File: config.mk
export PLATFORM = sky130hd
export DESIGN_NAME = fifo_uart_tx_flat
export DESIGN_NICKNAME = d
export VERILOG_FILES = /design/src/rtl/fifo_uart_tx_if.sv /design/src/rtl/fifo_uart_tx.sv /design/src/flat_wrapper.sv
export SDC_FILE = /design/constraint.sdc
export NUM_CORES = 1
export LEC_CHECK = 0
export BUFFER_PORTS_ARGS = -buffer_cell sky130_fd_sc_hd__buf_2
export CORE_ASPECT_RATIO = 0.7
export CORE_MARGIN = 2
export CORE_UTILIZATION = 63
export DETAILED_ROUTE_END_ITERATION = 8
export PLACE_DENSITY = 0.85
export SLEW_MARGIN = 15
export SYNTH_ARGS = -nofsm -noshare
export SYNTH_HDL_FRONTEND = slang
export SYNTH_SLANG_ARGS = --single-unit
File: constraint.sdc
create_clock -name clk -period 4.92 [get_ports clk]
set_input_delay 0.738 -clock clk [delete_from_list [all_inputs] [get_ports clk]]
set_output_delay 0.738 -clock clk [all_outputs]
set_load 0.005 [all_outputs]
File: src/rtl/fifo_uart_tx_if.sv
// FIFO read-port bundle between the byte FIFO and its UART transmitter.
// The transmitter is the master: it issues read requests against the empty flag.
interface fifo_uart_tx_if;
  logic       fifo_emp;
  logic       fifo_rreq;
  logic [7:0] fifo_rdata;

  modport master (input fifo_emp, input fifo_rdata, output fifo_rreq);
  modport slave  (output fifo_emp, output fifo_rdata, input fifo_rreq);
endinterface

File: src/rtl/fifo_uart_tx.sv
// UART transmitter that drains the byte FIFO.
// It sends start, 8 data bits LSB first, optional even parity and 1 or 2 stop bits.
//
//   state | meaning
//   IDLE  | line high, waiting for enable and a non-empty FIFO
//   POP   | one-cycle FIFO read request
//   LOAD  | FIFO data valid; capture it and drive the start bit
//   START | start bit (low)
//   DATA  | data bits D0..D7
//   PAR   | even-parity bit
//   STOP  | stop bit(s) high; decides between the next pop and IDLE
module fifo_uart_tx #(
  parameter int CLKS_PER_BIT = 16,
  parameter int PARITY_EN    = 0,
  parameter int STOP_BITS    = 1
) (
  input  logic           clk,
  input  logic           reset,
  input  logic           enable,
  fifo_uart_tx_if.master fif,
  output logic           tx,
  output logic           busy,
  output logic [15:0]    frame_cnt
);

  localparam logic [15:0] BAUD_RELOAD = 16'(CLKS_PER_BIT - 1);
  localparam logic        HAS_PAR     = (PARITY_EN != 0);
  localparam logic        LAST_STOP   = (STOP_BITS == 2);

  typedef enum logic [2:0] {
    IDLE,
    POP,
    LOAD,
    START,
    DATA,
    PAR,
    STOP
  } state_t;

  state_t      state_q, state_d;
  logic [15:0] baud_q, baud_d;
  logic [2:0]  bit_q, bit_d;
  logic        stop_q, stop_d;
  logic [7:0]  shreg_q, shreg_d;
  logic        par_q, par_d;
  logic        tx_q, tx_d;
  logic        rreq_q, rreq_d;
  logic        busy_q, busy_d;
  logic [15:0] cnt_q, cnt_d;
  logic        bit_end;
  logic        pop_ok;

  assign bit_end = (baud_q == 16'd0);
  assign pop_ok  = enable & ~fif.fifo_emp;

  always_ff @(posedge clk or negedge reset) begin
    if (!reset) begin
      state_q <= IDLE;
      baud_q  <= '0;
      bit_q   <= '0;
      stop_q  <= 1'b0;
      shreg_q <= '0;
      par_q   <= 1'b0;
      tx_q    <= 1'b1;
      rreq_q  <= 1'b0;
      busy_q  <= 1'b0;
      cnt_q   <= '0;
    end else begin
      state_q <= state_d;
      baud_q  <= baud_d;
      bit_q   <= bit_d;
      stop_q  <= stop_d;
      shreg_q <= shreg_d;
      par_q   <= par_d;
      tx_q    <= tx_d;
      rreq_q  <= rreq_d;
      busy_q  <= busy_d;
      cnt_q   <= cnt_d;
    end
  end

  // Outputs are registered from the next-state values, so each one lines up with its state.
  always_comb begin
    state_d = state_q;
    baud_d  = baud_q;
    bit_d   = bit_q;
    stop_d  = stop_q;
    shreg_d = shreg_q;
    par_d   = par_q;
    tx_d    = tx_q;
    cnt_d   = cnt_q;

    case (state_q)
      IDLE: begin
        tx_d = 1'b1;
        if (pop_ok) state_d = POP;
      end
      POP: state_d = LOAD;
      LOAD: begin
        shreg_d = fif.fifo_rdata;
        par_d   = ^fif.fifo_rdata;
        tx_d    = 1'b0;
        baud_d  = BAUD_RELOAD;
        state_d = START;
      end
      START: begin
        if (bit_end) begin
          baud_d  = BAUD_RELOAD;
          bit_d   = 3'd0;
          tx_d    = shreg_q[0];
          shreg_d = {1'b0, shreg_q[7:1]};
          state_d = DATA;
        end else begin
          baud_d = baud_q - 16'd1;
        end
      end
      DATA: begin
        if (bit_end) begin
          baud_d = BAUD_RELOAD;
          if (bit_q == 3'd7) begin
            if (HAS_PAR) begin
              tx_d    = par_q;
              state_d = PAR;
            end else begin
              tx_d    = 1'b1;
              stop_d  = 1'b0;
              state_d = STOP;
            end
          end else begin
            bit_d   = bit_q + 3'd1;
            tx_d    = shreg_q[0];
            shreg_d = {1'b0, shreg_q[7:1]};
          end
        end else begin
          baud_d = baud_q - 16'd1;
        end
      end
      PAR: begin
        if (bit_end) begin
          baud_d  = BAUD_RELOAD;
          tx_d    = 1'b1;
          stop_d  = 1'b0;
          state_d = STOP;
        end else begin
          baud_d = baud_q - 16'd1;
        end
      end
      STOP: begin
        if (bit_end) begin
          if (stop_q == LAST_STOP) begin
            cnt_d   = cnt_q + 16'd1;
            tx_d    = 1'b1;
            state_d = pop_ok ? POP : IDLE;
          end else begin
            stop_d = 1'b1;
            baud_d = BAUD_RELOAD;
          end
        end else begin
          baud_d = baud_q - 16'd1;
        end
      end
      default: begin
        tx_d    = 1'b1;
        state_d = IDLE;
      end
    endcase

    rreq_d = (state_d == POP);
    busy_d = (state_d != IDLE);
  end

  assign fif.fifo_rreq = rreq_q;
  assign tx            = tx_q;
  assign busy          = busy_q;
  assign frame_cnt     = cnt_q;

endmodule

File: src/flat_wrapper.sv
// flat-port wrapper written by rule: the top's interface ports become plain ports
module fifo_uart_tx_flat 
#(
  parameter int CLKS_PER_BIT = 16,
  parameter int PARITY_EN    = 0,
  parameter int STOP_BITS    = 1
)
  (clk, reset, enable, tx, busy, frame_cnt, fif_fifo_emp, fif_fifo_rdata, fif_fifo_rreq);
  fifo_uart_tx_if fif_i ();
  input  logic clk;
  input  logic reset;
  input  logic enable;
  output logic tx;
  output logic busy;
  output logic [15:0] frame_cnt;
  input wire logic [$bits(fif_i.fifo_emp)-1:0] fif_fifo_emp;
  input wire logic [$bits(fif_i.fifo_rdata)-1:0] fif_fifo_rdata;
  output wire logic [$bits(fif_i.fifo_rreq)-1:0] fif_fifo_rreq;
  assign fif_i.fifo_emp = fif_fifo_emp;
  assign fif_i.fifo_rdata = fif_fifo_rdata;
  assign fif_fifo_rreq = fif_i.fifo_rreq;
  fifo_uart_tx #(.CLKS_PER_BIT(CLKS_PER_BIT), .PARITY_EN(PARITY_EN), .STOP_BITS(STOP_BITS)) u_core (.clk(clk), .reset(reset), .enable(enable), .fif(fif_i), .tx(tx), .busy(busy), .frame_cnt(frame_cnt));
endmodule
==> metrics.md <==
| Metric | Value |
|---|---|
| Post-route fraction of the period consumed by the critical path | `54.4%` |
| Global-route wire length before repair | `10.1 mm` |
| Number of global-route vias before repair | `2063` |
| Input/output buffers | `30` |
| Area delta synth->final | `8.47%` |
| Leak pwr | `1.43 nW` |
| Required time of the critical path | `5.10 ns` |
| PostCTS Resize Cnt | `0` |
| Worst EP arrival | `2.85 ns` |
| Hold Slack | `0.440 ns` |
| Sum of negative setup slack | `0 ns` |
| Drt first pass iters | `5` |
| Post-synthesis async set-or-reset flop share | `100%` |
| Number of buffers inserted during clock tree synthesis | `5` |
| Slew at the pin with the worst max-slew slack | `0.891 ns` |
| Detailed Route WL | `5.77 mm` |
| Type of the setup path with the least slack | `reg -> reg` |
| Remaining antenna violation count | `0` |
| Sequential element share of the synthesized area | `43.8%` |
| Count of flip-flops with a built-in enable after synthesis | `0` |
| Pre-CTS WS | `2.28 ns` |
| Core area | `0.00430 mm²` |
| Prevailing post-synth register cell | `dfrtp_1` |
| Fin util | `70.7%` |
| Clock Root Buffer | `clkbuf_8` |
| Post-Syn Area | `0.00281 mm²` |
| Max_slew headroom | `40.6%` |
| CP max FO | `12` |
| Fraction of final layout cells sized beyond drive strength 1 | `17.1%` |
| Cell type of the slowest stage on the worst timing path | `nor4_4` |
| Post-Syn Nets | `315` |
| Number of different library cells in the post-synthesis netlist | `53` |
| Total placed cells including tap cells | `369` |
| Total power per unit cell area | `428 mW/mm²` |
| Biggest cell delay along the critical path | `0.57 ns` |
| Post CTS Setup Buffer Count | `0` |
| Layout Skew | `0.00423 ns` |
| RSZ-0062 raised after global routing | `no` |
| Max Slew Vio Count | `0` |
| Wire length per cell | `15.3 µm` |
| Cell-by-cell listing of the critical path | `inv_1 > ha_1 > or3b_1 > nor4_4 > and2_1 > nand3_1 > a211oi_1` |
| CP Capture Type | `register` |
| Global route overflow | `0` |
| Syn avg cell area | `9.38 µm²` |
| Number of storage elements in the synthesis netlist | `49` |
| Clock slew at the register clock pins of the worst setup and hold paths | `0.09 ns` |
| PnR Total Power | `1.30 mW` |
| Pin count of the biggest net entering global routing | `50` |
| CTS tree | `done` |
| Max-capacitance violation count | `0` |
| Worst Setup Slack, final | `2.24 ns` |
| Die Footprint | `0.00501 mm²` |
| # fillers | `312` |
| Highest ir drop seen on vdd | `265 µV` |
| Status | `finished, final reports clean` |
| Clock tree buffer depth | `2` |
| Post-DP HPWL | `4.19 mm` |
| Count of boundary I/O pins | `31` |
| Vias per inst | `6.02` |
| DRC marker count from the first detailed-route iteration | `286` |
| Post-route design area | `0.00304 mm²` |
| Placer's final routability congestion estimate | `0.865` |
| Number of buffers inserted by hold repair at cts | `0` |
| Number of hold-slack violations in the final timing report | `0` |
| DRC violations left | `0` |
| Hold Path Class | `in -> async` |
| Antenna diode instance count | `0` |
| Count of vias placed by the detailed router | `2270` |
| Instance count of the mapped netlist | `299` |
| Count of nets after finishing | `337` |
| H-tree levels | `2` |
| F_max | `374 MHz` |
| Total routing usage reported by global routing | `25.4%` |
| Final worst path period need | `2.68 ns` |
| Final setup violation count | `0` |
| Setup crit start kind | `register` |
| Starting density of the core | `65.2%` |
| Worst-Skew Late Latency | `0.30 ns` |
| CTS sink count | `49` |
| Horizontal extent of the die | `83.8 µm` |
| Vertical extent of the die | `59.8 µm` |
| Final std cells w/o fill | `377` |
| Synth warn | `0` |
| Number of standard-cell rows in the floorplan | `20` |
| Placed Area | `0.00295 mm²` |
| Antenna violations before repair | `0` |
[final timing paths]
| kind | cells after the start | from | slack, ns | to |
|---|---|---|---|---|
| worst max-delay path | 7 | u_core.baud_q[0]$_DFFE_PN0P_ | 2.24 | u_core.fif.fifo_rreq$_DFF_PN0_ |
| worst min register to register | 1 | u_core.frame_cnt[15]$_DFFE_PN0P_ | 0.46 | u_core.frame_cnt[15]$_DFFE_PN0P_ |
| worst max register to register | 7 | u_core.baud_q[0]$_DFFE_PN0P_ | 2.24 | u_core.fif.fifo_rreq$_DFF_PN0_ |
| max in group asynchronous | 1 | reset | 4.08 | u_core.baud_q[2]$_DFFE_PN0P_ |
| min in group clk | 1 | u_core.frame_cnt[15]$_DFFE_PN0P_ | 0.46 | u_core.frame_cnt[15]$_DFFE_PN0P_ |
| worst min-delay path | 1 | reset | 0.44 | u_core.bit_q[1]$_DFFE_PN0P_ |
[where the power goes]
part / internal, mW / switching (mW)
clock: 0.100 / 0.132
combinational: 0.227 / 0.225
sequential: 0.503 / 0.115
[cell families (layout without fill, tap and decap cells)]
logic type | Yosys count | in the layout | synth area share [%]
XOR/XNOR | 20 | 20 | 6.24
AND/OR/NAND/NOR | 116 | 116 | 21.7
multiplexers | 13 | 13 | 5.98
AO/OA/AOI/OAI | 70 | 70 | 16.2
flip-flops | 49 | 49 | 43.8
buffers and inverters | 27 | 50 | 4.28
adder cells (fa/ha/maj) | 4 | 4 | 1.78
[layer usage]
layer  up-vias  track usage (%)  share of wire [%]
met5         -                0                  0
met4         0             4.15               0.54
met3         5             5.94                6.9
met2        75             36.7                 43
met1      1077             39.7                 50
li1       1113                -                  -
[synth_stat cells, types with 2 or more instances]
library cell / number / area [µm²]
nor3_1: 13 / 65.1
nor3b_1: 2 / 15.0
nand2_1: 22 / 82.6
o311a_1: 7 / 70.1
or4_1: 2 / 15.0
o21ai_0: 21 / 105
a22o_1: 4 / 35.0
xnor2_1: 9 / 78.8
nand3_1: 11 / 55.1
nand2b_1: 4 / 25.0
and2_1: 4 / 25.0
buf_1: 2 / 7.51
nor3_2: 2 / 20.0
buf_4: 3 / 22.5
o21ai_1: 4 / 20.0
mux2i_1: 4 / 40.0
or3_1: 4 / 25.0
nor4_1: 3 / 18.8
nor2_1: 32 / 120
clkbuf_1: 10 / 37.5
a21o_1: 4 / 30.0
xor2_1: 11 / 96.3
mux2_4: 7 / 105
nand4_1: 6 / 37.5
dfrtp_1: 48 / 1200
ha_1: 4 / 50.1
a211oi_1: 2 / 15.0
a21oi_1: 11 / 55.1
o22ai_1: 8 / 50.1
or2_2: 2 / 12.5
inv_1: 11 / 41.3
[sequential cells by signal, indices dropped and copies added, names as in the netlist]
name and count:
u_core.baud_q 16, u_core.frame_cnt 16, u_core.shreg_q 8, u_core.bit_q 3
u_core.state_q 3, u_core.busy 1, u_core.fif.fifo_rreq 1, u_core.tx 1
[cells in the final DEF (no fill, tap or decap), types with 5 or more instances in the layout]
cell type and instances:
nor3_1 13, a21oi_1 11, o21ai_0 21, mux2_4 7
clkbuf_8 5, dfrtp_1 48, nand3_1 11, buf_2 29
xnor2_1 9, xor2_1 11, nand4_1 6, o22ai_1 8
nand2_1 22, inv_1 11, nor2_1 32, o311a_1 7
[layout make-up]
class / instances / area, µm² / area share, %
clock buffer: 6 / 72.6 / 2.38
clock inverter: 2 / 15.0 / 0.493
inverter: 11 / 41.3 / 1.36
multi-input combinational: 223 / 1460 / 47.9
sequential: 49 / 1230 / 40.3
tap: 55 / 68.8 / 2.26
timing repair buffer: 31 / 160 / 5.26
[critical path, delay by kind of cell (launching register included)]
kind / cells / cell delay, ns
AOI/OAI and AO/OA: 1 / 0.34
adders and majority gates: 1 / 0.17
buffers and inverters: 1 / 0.07
DFF: 1 / 0.43
and+or+nand+nor: 4 / 1.53
Power figures use the tool's default switching activity.
